File: config.mk
export PLATFORM = sky130hd
export DESIGN_NAME = iiitb_param_fifo
export DESIGN_NICKNAME = d
export VERILOG_FILES = /design/src/rtl/iiitb_param_fifo.sv
export SDC_FILE = /design/constraint.sdc
export NUM_CORES = 1
export LEC_CHECK = 0
export CAP_MARGIN = 20
export CORE_MARGIN = 3
export CORE_UTILIZATION = 45
export CTS_BUF_LIST = sky130_fd_sc_hd__clkbuf_2
export DETAILED_ROUTE_END_ITERATION = 12
export HOLD_SLACK_MARGIN = 0.15
export PLACE_DENSITY_LB_ADDON = 0.3
export SYNTH_ARGS = -nofsm -noshare
export SYNTH_HDL_FRONTEND = slang
export SYNTH_SLANG_ARGS = --single-unit
File: constraint.sdc
create_clock -name clock -period 7.6 [get_ports clock]
set_input_delay 1.52 -clock clock [delete_from_list [all_inputs] [get_ports clock]]
set_output_delay 1.52 -clock clock [all_outputs]
set_load 0.1 [all_outputs]
File: src/rtl/iiitb_param_fifo.sv
// Single-clock FIFO with fill level, almost thresholds, flush and sticky error flags.
// Read data lands one cycle after an accepted read; full stalls writes unless a read frees a slot the same cycle.
module iiitb_param_fifo #(
    parameter int DATA_WIDTH    = 8,
    parameter int DEPTH         = 16,
    parameter int AFULL_THRESH  = 12,
    parameter int AEMPTY_THRESH = 4
) (
    input  logic                       clock,
    input  logic                       reset,
    input  logic                       flush,
    input  logic                       write_Enable,
    input  logic                       read_Enable,
    input  logic                       clear_Error,
    input  logic [DATA_WIDTH-1:0]      buffer_Input,
    output logic [DATA_WIDTH-1:0]      buffer_Output,
    output logic                       data_Valid,
    output logic                       sig_Full,
    output logic                       sig_Empty,
    output logic                       sig_AlmostFull,
    output logic                       sig_AlmostEmpty,
    output logic [$clog2(DEPTH):0]     fill_Count,
    output logic                       err_Overflow,
    output logic                       err_Underflow
);
    localparam int AW = $clog2(DEPTH);
    localparam int CW = AW + 1;

    logic [DATA_WIDTH-1:0] mem [DEPTH];
    logic [AW-1:0]         wr_ptr;
    logic [AW-1:0]         rd_ptr;
    logic                  rd_acc;
    logic                  wr_acc;
    logic                  ovf_evt;
    logic                  unf_evt;

    assign sig_Full        = (fill_Count == CW'(DEPTH));
    assign sig_Empty       = (fill_Count == '0);
    assign sig_AlmostFull  = (fill_Count >= CW'(AFULL_THRESH));
    assign sig_AlmostEmpty = (fill_Count <= CW'(AEMPTY_THRESH));

    // Flush masks both requests, so it can neither move data nor raise errors.
    assign rd_acc  = read_Enable && !sig_Empty && !flush;
    assign wr_acc  = write_Enable && (!sig_Full || rd_acc) && !flush;
    assign ovf_evt = write_Enable && sig_Full && !rd_acc && !flush;
    assign unf_evt = read_Enable && sig_Empty && !flush;

    always_ff @(posedge clock) begin
        if (wr_acc) begin
            mem[wr_ptr] <= buffer_Input;
        end
    end

    always_ff @(posedge clock or posedge reset) begin
        if (reset) begin
            wr_ptr        <= '0;
            rd_ptr        <= '0;
            fill_Count    <= '0;
            buffer_Output <= '0;
            data_Valid    <= 1'b0;
            err_Overflow  <= 1'b0;
            err_Underflow <= 1'b0;
        end else begin
            // A new error in the same cycle as clear_Error keeps the flag set.
            err_Overflow  <= ovf_evt | (err_Overflow & ~clear_Error);
            err_Underflow <= unf_evt | (err_Underflow & ~clear_Error);
            data_Valid    <= rd_acc;
            if (flush) begin
                wr_ptr     <= '0;
                rd_ptr     <= '0;
                fill_Count <= '0;
            end else begin
                if (wr_acc) begin
                    wr_ptr <= wr_ptr + 1'b1;
                end
                if (rd_acc) begin
                    rd_ptr        <= rd_ptr + 1'b1;
                    buffer_Output <= mem[rd_ptr];
                end
                if (wr_acc && !rd_acc) begin
                    fill_Count <= fill_Count + 1'b1;
                end else if (rd_acc && !wr_acc) begin
                    fill_Count <= fill_Count - 1'b1;
                end
            end
        end
    end
endmodule

==> impl_metrics.csv <==
group,metric,value,unit
min_path,hold_class,"flip-flop to flip-flop",
cts,htree_levels,4,
routing,drt_iter0_markers,376,
logic_synthesis,synth_seq_cells,152,
power,leakage,2.285,nW
critical_path,crit_path_max_fanout,10,
routing,routed_wire_length_per_instance,20.56,microns
critical_path,crit_path_start,"fill_Count[0]",
timing,period_share,63.96,%
timing,setup_slack,2739,ps
grt,antenna_found_initial,0,
logic_synthesis,yosys.area.top_type,"edfxtp_1",
cts,cts_sinks,152,
cts,cts_setup_buffers,0,
cts,path_clk_slew,200,ps
timing,finalHoldViolations,0,
logic_synthesis,yosysMostFrequentCell,"edfxtp_1",
flow_run,drv_cap,0,
timing,max_freq,205.7,MHz
floorplan,initial_core_util,46.63,%
power,ir_drop,293.5,uV
critical_path,cp_data_required_time,6080,ps
grt,grt_pass1_wl,18480,microns
cells_and_area,drive_gt1_share,19.55,%
timing,worstMarginPinSlew,985.8,ps
critical_path,path_cells,"or4_1 -> nor2_1 -> clkdlybuf4s50_1",
grt,grtUsageTotal,16.77,%
logic_synthesis,synth_area,6274,sq um
logic_synthesis,synth_edf_count,128,
logic_synthesis,yosysWarnings,0,
cts,cts_inserted_buffers,17,
logic_synthesis,synth_top_area_share,61.27,%
logic_synthesis,syn-num-nets,374,
cts,cts_hold_buf,0,
cts,clockBufferDepth,2,
logic_synthesis,ys_types,46,
timing,slew_headroom,34.08,%
placement,place_ws,3130,ps
status,status,"finished, final reports clean",
cts,cts_resized,0,
placement,place_hpwl,7675,microns
critical_path,slowest_stage,"clkdlybuf4s50_1",
power,pwr_density_cell,307.3,nW/um^2
routing,vias_per_cell,5.619,
timing,rsz0062_at_grt,"false",
critical_path,cp-start-kind,"flip-flop",
critical_path,rr_startpoint,"fill_Count[0]",
critical_path,arrival,3340,ps
routing,wl,11930,microns
cts,cts_tree,"done",
critical_path,end_kind,"output pin",
placement,place_inst,545,
timing,min_period,4861,ps
placement,port_buffers,33,
cts,clk_latency,670,ps
logic_synthesis,ys_seq_area_share,70.84,%
grt,grt-ovfl-total,0,
min_path,worstHoldStart,"buffer_Output[5]",
logic_synthesis,ys.flop_type,"edfxtp_1",
logic_synthesis,synthCells,350,
grt,grt_pass1_vias,3247,
timing,drv_slew,0,
floorplan,rows,42,
cells_and_area,area_growth,11.41,%
routing,vias,3259,
critical_path,critical_path.max_stage_delay,1160,ps
cts,cts_root_buf,"clkbuf_2",
floorplan,ios,34,
timing,finClkSkew,37.02,ps
timing,finalSetupTns,0,ps
logic_synthesis,ys_top_cells_by_area,"edfxtp_1, mux4_2, dfrtp_1",
timing,setup_viol,0,
cells_and_area,post-route-util,51.95,%
routing,drt-pass1-iter-count,4,
logic_synthesis,ys_top_cells_by_count,"edfxtp_1, mux4_2, dfrtp_1, nor2_1, mux2i_1",
routing,ant_nets,0,
logic_synthesis,avgSynthCellArea,17.92,sq um
critical_path,setup.worst_path.class,"flip-flop to output pin",
grt,grt_max_degree,36,
routing,drc_errors,0,
floorplan,dieWidth,124.1,microns
logic_synthesis,synth-async-reset-ratio,15.79,%
cells_and_area,instances_no_fill,580,
floorplan,die_y,124.1,microns
floorplan,dieArea,15390,sq um
placement,gp_congestion,0.8467,
cells_and_area,fin_nets,416,
floorplan,core_area,13450,sq um
cells_and_area,antenna_cells,0,
-- routing by layer --
| metal | global-route usage [%] | vias up | part of all wire [%] |
|---|---|---|---|
| met2 | 25.57 | 121 | 48 |
| met4 | 5.065 | 0 | 0.71 |
| li1 | - | 1471 | - |
| met1 | 23.94 | 1658 | 43 |
| met5 | 0 | - | 0 |
| met3 | 4.496 | 9 | 7.9 |
-- through the flow --
step                      hold WS (ps)  area (sq um)  total power, mW
after floorplan                  554.8          6274            1.628
after global placement           499.2          6751            1.799
after detailed placement         486.1          6761            1.809
after CTS                        530.1          6932            2.160
after global routing             559.2          6989            2.251
final                            530.4          6989            2.148
-- layout by cell type (no fill, tap or decap), drive strengths merged, types with 7 or more instances in the layout --
cell type      synthesis  layout
clkbuf                10      20
clkdlybuf4s50          0      33
clkinv                 0       8
dfrtp                 24      24
edfxtp               128     128
ha                     9       9
inv                   10      12
mux2i                 18      18
mux4                  32      32
nand2                 17      17
nand2b                 7       7
nand3                  8       8
nor2                  23      23
o221ai                 8       8
-- cells by family after synthesis --
kind of cell,after synthesis,share of synthesized area [%]
flops,152,70.84
simple gates,67,5.026
mux,53,14.90
compound gates,33,4.129
buf+inv,28,2.014
fa+ha+maj,10,2.114
xor+xnor,7,0.9773
-- where the power goes --
group	leakage, nW	total (mW)	switching [mW]	internal [mW]
clock	0.109	0.353	0.272	0.0808
sequential	1.46	1.02	0.0670	0.950
combinational	0.712	0.777	0.541	0.236
-- worst paths after layout --
path | cells after the start | slack, ps | endpoint
setup / recovery | 3 | 2740 | sig_Full
hold / removal | 2 | 530 | buffer_Output[5]
setup reg to reg | 8 | 4640 | fill_Count[4]
hold reg to reg | 2 | 530 | buffer_Output[5]
max in group asynchronous | 3 | 6140 | buffer_Output[6]
min in group asynchronous | 2 | 1050 | data_Valid
-- final cells by class --
type,count,area (sq um)
Inverter,10,37.54
Clock buffer,18,90.09
Fill cell,1116,6464
Tap cell,176,220.2
Timing Repair Buffer,41,412.9
Clock inverter,13,80.08
Sequential cell,152,4446
Multi-Input combinational cell,170,1703
-- worst max-delay path: cells and delay by family (launching register included) --
family	cells	cell delay (ps)
buffers and inverters	1	1160
flip-flops	1	530
AND/OR/NAND/NOR	2	1000
-- registers in the layout (all words and copies together), names as in the netlist --
signal	flops
buffer_Output	8
err_Underflow	1
rd_ptr	4
mem	128
data_Valid	1
fill_Count	5
err_Overflow	1
wr_ptr	4
(Power assumes the default switching activity.)
